File: config.mk
export PLATFORM = sky130hd
export DESIGN_NAME = program_loader
export DESIGN_NICKNAME = d
export VERILOG_FILES = /design/src/rtl/program_loader.sv
export SDC_FILE = /design/constraint.sdc
export NUM_CORES = 1
export LEC_CHECK = 0
export BUFFER_PORTS_ARGS = -buffer_cell sky130_fd_sc_hd__buf_2
export CAP_MARGIN = 20
export CORE_MARGIN = 1
export CORE_UTILIZATION = 56
export CTS_CLUSTER_DIAMETER = 40
export DETAILED_ROUTE_END_ITERATION = 10
export MAX_ROUTING_LAYER = met4
export PLACE_DENSITY = 0.9
export RECOVER_POWER = 25
export SLEW_MARGIN = 20
export SYNTH_ARGS = -nofsm -noshare
export SYNTH_HDL_FRONTEND = slang
export SYNTH_SLANG_ARGS = --single-unit
File: constraint.sdc
create_clock -name clk -period 2.8 [get_ports clk]
set_input_delay 0.28 -clock clk [delete_from_list [all_inputs] [get_ports clk]]
set_output_delay 0.28 -clock clk [all_outputs]
set_load 0.005 [all_outputs]
File: src/rtl/program_loader.sv
// Boot-time program loader for the Bananachine.
// It receives a byte stream: a 16-bit big-endian word count N, then N
// big-endian words. Each word is written to unified memory port B, and
// the CPU is held in reset until the whole image has been written.
module program_loader #(
  parameter int          WIDTH     = 16,
  parameter int unsigned BASE_ADDR = 0,
  parameter int          MAX_WORDS = 1024
) (
  input  logic             clk,
  input  logic             reset,
  input  logic             start,
  input  logic [7:0]       byte_in,
  input  logic             byte_valid,
  output logic             byte_ready,
  output logic             mem_we,
  output logic [WIDTH-1:0] mem_addr,
  output logic [WIDTH-1:0] mem_data,
  output logic             cpu_hold,
  output logic             done,
  output logic             error,
  output logic [WIDTH-1:0] words_loaded
);

  typedef enum logic [2:0] {
    IDLE,
    CNT_HI,
    CNT_LO,
    DATA_HI,
    DATA_LO,
    WRITE,
    DONE,
    ERROR
  } state_t;

  state_t      state;
  state_t      next_state;
  logic [7:0]  count_hi;
  logic [15:0] count;
  logic [7:0]  data_hi;
  logic        transfer;
  logic [15:0] header_count;
  logic [31:0] next_index;

  // State register; reset always returns to IDLE, whatever the current state.
  always_ff @(posedge clk) begin
    if (reset) begin
      state <= IDLE;
    end else begin
      state <= next_state;
    end
  end

  // Next-state logic. byte_ready is registered, so it already reflects the current state.
  always_comb begin
    next_state   = state;
    transfer     = byte_valid & byte_ready;
    header_count = {count_hi, byte_in};
    next_index   = 32'(words_loaded) + 32'd1;
    case (state)
      IDLE: begin
        if (start) next_state = CNT_HI;
      end
      CNT_HI: begin
        if (transfer) next_state = CNT_LO;
      end
      CNT_LO: begin
        if (transfer) begin
          if (header_count == 16'd0)
            next_state = DONE;
          else if ({16'd0, header_count} > 32'(MAX_WORDS))
            next_state = ERROR;
          else
            next_state = DATA_HI;
        end
      end
      DATA_HI: begin
        if (transfer) next_state = DATA_LO;
      end
      DATA_LO: begin
        if (transfer) next_state = WRITE;
      end
      WRITE: begin
        if (next_index == {16'd0, count})
          next_state = DONE;
        else
          next_state = DATA_HI;
      end
      DONE:    next_state = DONE;
      ERROR:   next_state = ERROR;
      default: next_state = IDLE;
    endcase
  end

  // Registered outputs and datapath. Outputs are decoded from the next state so each one lines up with the state it describes.
  always_ff @(posedge clk) begin
    if (reset) begin
      byte_ready   <= 1'b0;
      mem_we       <= 1'b0;
      mem_addr     <= '0;
      mem_data     <= '0;
      cpu_hold     <= 1'b1;
      done         <= 1'b0;
      error        <= 1'b0;
      words_loaded <= '0;
      count_hi     <= '0;
      count        <= '0;
      data_hi      <= '0;
    end else begin
      byte_ready <= (next_state == CNT_HI) || (next_state == CNT_LO) ||
                    (next_state == DATA_HI) || (next_state == DATA_LO);
      mem_we     <= (next_state == WRITE);
      cpu_hold   <= (next_state != DONE);
      done       <= (next_state == DONE);
      error      <= (next_state == ERROR);

      if (state == CNT_HI && transfer) count_hi <= byte_in;
      if (state == CNT_LO && transfer) count <= header_count;
      if (state == DATA_HI && transfer) data_hi <= byte_in;

      if (next_state == WRITE) begin
        mem_addr <= WIDTH'(BASE_ADDR) + words_loaded;
        mem_data <= WIDTH'({data_hi, byte_in});
      end

      if (state == WRITE) words_loaded <= words_loaded + 1'b1;
    end
  end

endmodule

# Word level (Yosys, flattened, before mapping)
# Cells that the tools add are included.
dict set report op_classes {
  addsub 2
  magnitude_cmp 1
  n_eq_ne 16
  n_mux 9
  n_bitwise 1
  n_reduce_logical 8
}
# op count
set ops {}
lappend ops {{$eq 3x3->1 const B} 8}
lappend ops {{$mux 3} 8}
lappend ops {{$pmux 3 s8} 1}
lappend ops {{$add 16x1->17 const B} 1}
lappend ops {{$eq 17x16->1} 1}
lappend ops {{$add 16x1->16 const B} 1}
lappend ops {{$gt 16x11->1 const B} 1}
lappend ops {{$logic_not 16->1} 1}
lappend ops {{$eq 3x2->1 const B} 4}
lappend ops {{$eq 3x1->1 const B} 2}
lappend ops {{$logic_and 1x1->1} 3}
lappend ops {{$logic_not 3->1} 1}
lappend ops {{$logic_or 1x1->1} 3}
lappend ops {{$ne 3x3->1 const B} 1}
lappend ops {{$and 1x1->1} 1}
dict set report word_totals {
  ff_bits 88
  in_bits 12
  wordCells 49
}

# Logic depth before layout (Yosys ltp)
# Gate-level depths: netlist (run 1).
dict set report depth {
  word_depth 9
  ltp_mapped 9
  mapped_depth_nobuf 8
}

# Worst setup path before layout (run 1)
# Ideal clock, no wire load.
dict set report synth_timing {
  path_kind {register to register}
  from {register words_loaded[0]}
  to {register done}
  arrival_ps 2227
  t_required_ps 2741
  slack_ps 515
  path_stages_with_launch 9
  path_buffers 0
  synth_period_minus_slack_ps 2285
  cell_sequence {dfxtp_1 -> ha_1 -> nand3_1 -> nor4_1 -> xnor2_1 -> o21ai_0 -> or4_4 -> a21oi_2 -> and2_1}
}
dict set report synth_via {
  elab_chain_len 5
}
# item line_no
set synth_lines {}
lappend synth_lines {{from (decl)} 22} ;# output logic [WIDTH-1:0] words_loaded
lappend synth_lines {{from (signal assigned)} 126} ;# if (state == WRITE) words_loaded <= words_loaded + 1'b1;
lappend synth_lines {{$add 16x1->17} 59} ;# next_index = 32'(words_loaded) + 32'd1;
lappend synth_lines {{$eq 17x16->1} 84} ;# if (next_index == {16'd0, count})
lappend synth_lines {{$mux 3} 84}
lappend synth_lines {{$pmux 3 s8} 60} ;# case (state)
lappend synth_lines {{$eq 3x3->1} 114} ;# done <= (next_state == DONE);
lappend synth_lines {{to (signal assigned)} 114}
lappend synth_lines {{to (decl)} 20} ;# output logic done,
# Every way passes these cells.
# A chain may end at the register's enable or synchronous reset.

# Final worst setup path (run 1)
dict set report layout_timing {
  from {register words_loaded[1]}
  to {register done}
}
# Same word-level chain as after synthesis.

==> results.md, run 1 <==
* I/O Pins at 65
* N_diodes at 0
* Remaining antenna violation count at 0
* Clock tree root buffer cell: sky130_fd_sc_hd__clkbuf_8
* Routed WL at 8970 um
* Area of the mapped netlist at 3840 um^2
* Worst setup slack after layout at 0.243 ns
* Worst setup path class: flop to flop
* Num CTS Buffers at 9
* Proportion of synthesized flip-flops having asynchronous set or reset at 0%
* Number of violations reported at the end of detailed-routing iteration 0 at 229
* Data arrival time of the critical path at 2.87 ns
* Max Clock Skew at 0.0118 ns
* Post-DP HPWL at 6230 um
* Area of all sequential standard cells at 1760 um^2
* Starting utilization of the core area at 59.1%
* Antenna violations before repair at 0
* Peak ir drop on the vdd network at 0.000311 V
* Clock share of power at 39.1%
* Maximum clock frequency at 391 MHz
* Top_reg_cell synth: sky130_fd_sc_hd__dfxtp_1
* Routed via count at 3,502
* Post-CTS repair timing setup buffer count at 0
* Worst Min Path Start: byte_in[0]
* Detailed-route vias per instance at 5.75
* Proportion of total power due to net switching at 26.3%
* Die span in x at 84.8 um
* Wire length of the first global-routing pass at 15,000 um
* Area growth syn-to-layout at 13.8%
* Setup repair after global routing missed its margin: false
* Via count of the first global-routing pass at 3,174
* Count of buffers inserted at the top-level ports at 64
* Reg-to-Reg End: done$_SDFF_PP0_
* Clock transition at the registers of the reported paths at 0.10 ns
* Max Transition Viols Final at 0
* Overall overflow remaining after global route at 0
* Number of detailed-routing iterations run before antenna repair at 9
* Total number of clock tree sinks at 88
* Final period util at 91.3%
* Count of nets after finishing at 540
* Number of max-capacitance violations reported at 0
* Setup crit end kind: flop
* Part of the total power dissipated in combinational logic at 3.6%
* Cell row count at 29
* Largest fanout on the critical path at 9
* Post-route DRC violation count at 7
* Number of flops mapped to enable cells by yosys at 0
* Die outline area at 7190 um^2
* Total count of hold-check failures in the final report at 0
* CTS H-Tree Depth at 3
* Final estimated routing congestion in global placement at 0.873
* Reported leakage power at 0.00170 uW
* Synth Instances at 478
* Aggregate negative setup slack at 0 ns
* Average wire length per cell after detail routing at 14.7 um
* Multi-input combinational cell area at 1930 um^2
* Violated checks: DRC
* Net switching power at 583 uW
* Result of the run: finished, violations left
* Min-Delay Endpoint: mem_data[0]$_SDFFE_PP0P_
* Net count after synthesis at 491
* Pin count of the biggest net entering global routing at 59
* Cells on Worst Hold Path at 3
* Fraction of the yosys area taken by sequential cells at 45.9%
* Internal power consumption at 1630 uW
* Share of power burned in registers at 57.2%
* Clock tree from TritonCTS: done
* Power per cell area at 507 nW/um^2
* Share of layout cells above drive strength 1 at 16.9%
* Number of cells traversed by the worst register-to-register path at 8
* Required time worst endpoint at 3.11 ns
* Standard cell core area at 6490 um^2
* DIE HEIGHT at 84.8 um
* Average cell area after synthesis at 8.03 um^2
* # fillers at 536
* Sort of element at the start of the critical path: flop
* Time the worst path needs with I/O delays and setup at 2.56 ns
* Setup-violating endpoint count in the final report at 0
* Type of the most critical hold path: primary input to flop
* Register bit count reported by yosys at 88
* Global routing usage summed across all routing layers at 27.1%
* Total of warnings raised by yosys at 0
* Measured slew at the worst slew-check pin at 0.919 ns
* Register-to-Register Setup Slack at 0.24 ns
* Source of the worst register-to-register timing path: words_loaded[1]$_SDFFE_PP0P_
* Worst max-slew margin expressed relative to the limit at 38.5%
* Clock latency on the worst-skew pair at 0.37 ns
* Buffer levels on the longest clock path at 2
* Post-placement setup slack at 0.298 ns
* Number of distinct library cell variants in the gate-level netlist after synthesis at 51
==> worst max-delay path: stages (launching register included) <==
cell,delay (ns)
sky130_fd_sc_hd__dfxtp_1,0.47
sky130_fd_sc_hd__ha_1,0.30
sky130_fd_sc_hd__nand3_1,0.31
sky130_fd_sc_hd__nor4_1,0.33
sky130_fd_sc_hd__xnor2_1,0.15
sky130_fd_sc_hd__o21ai_0,0.09
sky130_fd_sc_hd__or4_4,0.55
sky130_fd_sc_hd__a21oi_2,0.17
sky130_fd_sc_hd__and2_1,0.13
==> cell usage after synthesis, drive strengths merged (5+ instances only) <==
cell	count	area share (%)
nand2	115	11
dfxtp	88	46
a21oi	60	7.9
nor2	45	4.4
clkbuf	27	2.6
mux2i	16	4.2
xor2	15	3.4
xnor2	14	3.2
nand3	11	1.6
nor4	8	1.3
buf	7	0.94
nand4	7	1.5
o21ai	7	0.91
nor2b	5	0.81
nor3	5	0.65
==> sequential cells by signal, indices dropped and copies added, names as in the netlist <==
signal / cells
done: 1
mem_addr: 16
mem_we: 1
mem_data: 16
byte_ready: 1
data_hi: 8
cpu_hold: 1
words_loaded: 16
count_hi: 8
error: 1
count: 16
state: 3
==> per-layer routing <==
metal,vias up,wire length [um],global-route usage [%]
li1,1708,-,-
met1,1632,3860,33.4
met2,137,4330,43.3
met3,25,539,5.60
met4,0,233,11.7
met5,-,0,-
==> worst max path at each step <==
stage	from	to	slack (ns)	cells past startpoint
after floorplan	words_loaded[0]$_SDFFE_PP0P_	done$_SDFF_PP0_	0.51	8
after global placement	words_loaded[1]$_SDFFE_PP0P_	done$_SDFF_PP0_	0.39	8
after detailed placement	words_loaded[1]$_SDFFE_PP0P_	state[2]$_SDFF_PP0_	0.30	8
after CTS	words_loaded[1]$_SDFFE_PP0P_	state[2]$_SDFF_PP0_	0.25	8
after global routing	words_loaded[1]$_SDFFE_PP0P_	done$_SDFF_PP0_	0.02	8
final	words_loaded[1]$_SDFFE_PP0P_	done$_SDFF_PP0_	0.24	8
==> power groups by stage <==
stage / combinational (uW) / clock (uW) / sequential (uW)
after global routing: 87.3 / 927 / 1270
final: 80.8 / 868 / 1270
after CTS: 79.1 / 881 / 1270
after detailed placement: 77.9 / 0 / 1300
after global placement: 75.7 / 0 / 1300
after floorplan: 54.3 / 0 / 1290
==> placed cells by master (no fill, tap or decap), types with 3 or more instances in the layout <==
master / Yosys / final
sky130_fd_sc_hd__a21oi_1: 59 / 59
sky130_fd_sc_hd__clkbuf_8: 0 / 9
sky130_fd_sc_hd__inv_1: 4 / 4
sky130_fd_sc_hd__o21ai_0: 7 / 7
sky130_fd_sc_hd__xor2_1: 15 / 15
sky130_fd_sc_hd__nor3_1: 5 / 5
sky130_fd_sc_hd__and2_1: 4 / 4
sky130_fd_sc_hd__or3_1: 4 / 4
sky130_fd_sc_hd__mux2i_1: 16 / 16
sky130_fd_sc_hd__nand2_1: 115 / 115
sky130_fd_sc_hd__buf_2: 5 / 57
sky130_fd_sc_hd__buf_4: 1 / 8
sky130_fd_sc_hd__dfxtp_1: 88 / 88
sky130_fd_sc_hd__or4_1: 3 / 3
sky130_fd_sc_hd__nand4_1: 6 / 6
sky130_fd_sc_hd__nor4_1: 8 / 8
sky130_fd_sc_hd__nand3_1: 10 / 10
sky130_fd_sc_hd__nor2_1: 45 / 44
sky130_fd_sc_hd__clkbuf_1: 27 / 6
sky130_fd_sc_hd__xnor2_1: 14 / 14
sky130_fd_sc_hd__inv_8: 0 / 3
sky130_fd_sc_hd__nor2b_1: 5 / 5
==> layout make-up <==
cell class | count | share of cell area, %
Clock buffer | 9 | 2.83
Clock inverter | 7 | 1.72
Inverter | 4 | 0.343
Multi-Input combinational cell | 352 | 44.1
Sequential cell | 88 | 40.3
Tap cell | 77 | 2.20
Timing Repair Buffer | 72 | 8.50
==> cell families after synthesis <==
family                     synth area share, %
AOI/OAI and AO/OA                         12.9
xor gates and xnor gates                  6.61
and+or+nand+nor                           25.8
muxes                                     4.46
DFF                                       45.9
adders and majority gates                0.326
buffers and inverters                     3.98
==> per-stage QoR <==
stage | cell area (um^2) | hold WS [ns] | std cells | utilization [%] | total power (uW)
6_report | 4370 | 0.193 | 609 | 67.3 | 2220
5_1_grt | 4370 | 0.194 | 609 | 67.3 | 2280
4_1_cts | 4380 | 0.180 | 609 | 67.4 | 2230
3_5_place_dp | 4180 | 0.445 | 593 | 64.3 | 1370
3_3_place_gp | 4180 | 0.438 | 593 | 64.3 | 1370
2_1_floorplan | 3840 | 0.416 | 478 | - | 1350
==> what timing repair did <==
| action | CTS | global route |
|---|---|---|
| endpoints found under the setup margin | 0 | 1 |
| hold buffers | 0 | 0 |
| resized for setup | 0 | 1 |
(Power assumes the default switching activity.)
==> inputs of run 2 (changes only) <==
--- a/config.mk
+++ b/config.mk
@@ -8,11 +8,12 @@
 export BUFFER_PORTS_ARGS = -buffer_cell sky130_fd_sc_hd__buf_2
 export CAP_MARGIN = 20
 export CORE_MARGIN = 1
-export CORE_UTILIZATION = 56
+export CORE_UTILIZATION = 58
+export CTS_BUF_LIST = sky130_fd_sc_hd__clkbuf_8
 export CTS_CLUSTER_DIAMETER = 40
 export DETAILED_ROUTE_END_ITERATION = 10
 export MAX_ROUTING_LAYER = met4
-export PLACE_DENSITY = 0.9
+export PLACE_DENSITY = 0.92
 export RECOVER_POWER = 25
 export SLEW_MARGIN = 20
 export SYNTH_ARGS = -nofsm -noshare
==> run 2 against run 1 <==
Compared with the run above:
- via count down 1.7%
- fmax decreased by 1.2%
- core utilization up 1.2 points
- the run now ends clean
- first-iteration DRC count fell by 5.2%
- global-route usage hardly changed
- highest routed layer unchanged
- largest cell class unchanged
- combinational power is 2% lower
- count of clock-buffer cells in the layout stayed put
- hold slack gained 0.0043 ns
- clock skew down 0.00095 ns
==> results.md, run 2 (synthesis results as in run 1) <==
* Type of the most critical hold path: primary input to flop
* Antenna violations before repair at 0
* Source of the worst register-to-register timing path: words_loaded[1]$_SDFFE_PP0P_
* Worst setup slack after layout at 0.213 ns
* Overall overflow remaining after global route at 0
* Routed WL at 8960 um
* Remaining antenna violation count at 0
* Area growth syn-to-layout at 13.9%
* Hold slack at 0.197 ns
* Register-to-Register Setup Slack at 0.21 ns
* Worst max-slew margin expressed relative to the limit at 38.1%
* Max Transition Viols Final at 0
* Post-DP HPWL at 6070 um
* Final estimated routing congestion in global placement at 0.886
* Setup-violating endpoint count in the final report at 0
* Setup repair after global routing missed its margin: false
* Cell area after placement at 4190 um^2
* Detailed-route vias per instance at 5.65
* Die outline area at 6950 um^2
* Post-route DRC violation count at 0
* Clock tree root buffer cell: sky130_fd_sc_hd__clkbuf_8
* Count of buffers inserted at the top-level ports at 64
* Top library cells by usage in the layout, fill and taps aside: sky130_fd_sc_hd__nand2_1, sky130_fd_sc_hd__dfxtp_1, sky130_fd_sc_hd__a21oi_1
* Gates resized, CTS repair at 0
* Clock tree from TritonCTS: done
* Reported leakage power at 0.00170 uW
* Result of the run: finished clean
* Final Cell Area at 4380 um^2
* Total number of clock tree sinks at 88
* Number of detailed-routing iterations run before antenna repair at 4
* Capturing element of the worst setup path: state[2]$_SDFF_PP0_
* Final period util at 92.4%
* Post-placement setup slack at 0.294 ns
* Setup crit end kind: flop
* Data arrival time of the critical path at 2.84 ns
* Share of layout cells above drive strength 1 at 16.2%
* Post-CTS repair timing setup buffer count at 0
* N_diodes at 0
* Critical path's slowest cell: sky130_fd_sc_hd__dfxtp_1
* Reg-to-Reg End: state[2]$_SDFF_PP0_
* Average wire length per cell after detail routing at 14.7 um
* Routed via count at 3,441
* Standard cell core area at 6390 um^2
* Die span in x at 83.4 um
* Num CTS Buffers at 9
* Clock transition at the registers of the reported paths at 0.10 ns
* Time the worst path needs with I/O delays and setup at 2.59 ns
* Cell row count at 29
* Wire length of the first global-routing pass at 14,800 um
* Number of max-capacitance violations reported at 0
* Max Clock Skew at 0.0108 ns
* Worst setup path class: flop to flop
* Cells traversed along the worst timing path: ha_1 > nand3_1 > nor2_1 > mux2_2 > o32ai_1 > or4_4 > nand2_1 > a32o_1
* CTS H-Tree Depth at 3
* Buffer levels on the longest clock path at 2
* Peak ir drop on the vdd network at 0.000489 V
* Aggregate negative setup slack at 0 ns
* Measured slew at the worst slew-check pin at 0.925 ns
* Total count of hold-check failures in the final report at 0
* Longest individual stage delay on the worst path at 0.47 ns
* Starting utilization of the core area at 60.1%
* Via count of the first global-routing pass at 3,168
* Required time worst endpoint at 3.06 ns
* Sort of element at the start of the critical path: flop
* Power per cell area at 506 nW/um^2
* Largest fanout on the critical path at 9
* Post-CTS Hold Buffers at 0
* Most common library cell in the layout ignoring fill and taps: sky130_fd_sc_hd__nand2_1
* Maximum clock frequency at 387 MHz
* Start point of the critical path: words_loaded[1]$_SDFFE_PP0P_
* Clock latency on the worst-skew pair at 0.36 ns
* Count of nets after finishing at 540
* Global routing usage summed across all routing layers at 27.1%
* Number of violations reported at the end of detailed-routing iteration 0 at 217
* I/O Pins at 65
* Number of cells traversed by the worst register-to-register path at 8
* DIE HEIGHT at 83.4 um
* Pin count of the biggest net entering global routing at 48
## run 2: changes by cell type in the layout (fill, tap and decap cells not counted)
| cell | change |
|---|---|
| sky130_fd_sc_hd__nor2_1 | +1 |
| sky130_fd_sc_hd__clkinv_4 | -1 |
| sky130_fd_sc_hd__inv_8 | -1 |
| sky130_fd_sc_hd__buf_12 | +1 |
| sky130_fd_sc_hd__buf_4 | -1 |
| sky130_fd_sc_hd__buf_1 | +1 |
| sky130_fd_sc_hd__nor2_2 | -1 |
| sky130_fd_sc_hd__inv_6 | +2 |
| sky130_fd_sc_hd__buf_2 | -3 |
| sky130_fd_sc_hd__clkbuf_1 | +2 |
## run 2: area by class of cell
type	instances	area, um^2
clock buffers	9	124
clock inverters	7	72.6
fillers	502	2010
inverters	4	15.0
multi-input cells	352	1930
flip-flops and latches	88	1760
well taps	77	96.3
repair buffers	72	380
## run 2: through the flow
stage          total power (uW)  utilization [%]  cells
2_1_floorplan              1350                -    478
5_1_grt                    2290             68.5    609
3_5_place_dp               1370             65.6    593
3_3_place_gp               1370             65.6    593
6_report                   2220             68.5    609
4_1_cts                    2220             68.7    609
## run 2: routing by layer
layer	GRT usage, %	wire length [um]	vias to the layer above
met5	-	0	-
met4	15.4	209	0
met3	4.67	453	22
met2	42.2	4340	112
met1	33.4	3950	1597
li1	-	-	1710
## run 2: how the worst min path moves through the flow
stage	from	endpoint	slack, ns	cells past startpoint
floorplan	byte_in[0]	count[0]$_SDFFE_PP0P_	0.42	2
global placement	mem_addr[8]$_SDFFE_PP0P_	mem_addr[8]$_SDFFE_PP0P_	0.44	2
detailed placement	mem_data[6]$_SDFFE_PP0P_	mem_data[6]$_SDFFE_PP0P_	0.44	2
CTS	byte_in[7]	mem_data[7]$_SDFFE_PP0P_	0.19	3
global route	byte_in[1]	mem_data[1]$_SDFFE_PP0P_	0.19	3
finish	byte_in[0]	mem_data[0]$_SDFFE_PP0P_	0.20	3
## run 2: critical path: cells and delay by family, from the launching register on
family / cells / cell delay (ns)
flip-flops: 1 / 0.47
AND/OR/NAND/NOR: 4 / 0.87
adder cells (fa/ha/maj): 1 / 0.32
multiplexers: 1 / 0.37
AO/OA/AOI/OAI: 2 / 0.46
## run 2: where the power goes
part	switching (uW)	internal (uW)	leakage [uW]
logic	53.9	25.5	0.000894
clock network	518	350	0.0000970
registers	10.9	1260	0.000709
total	582	1630	0.00170
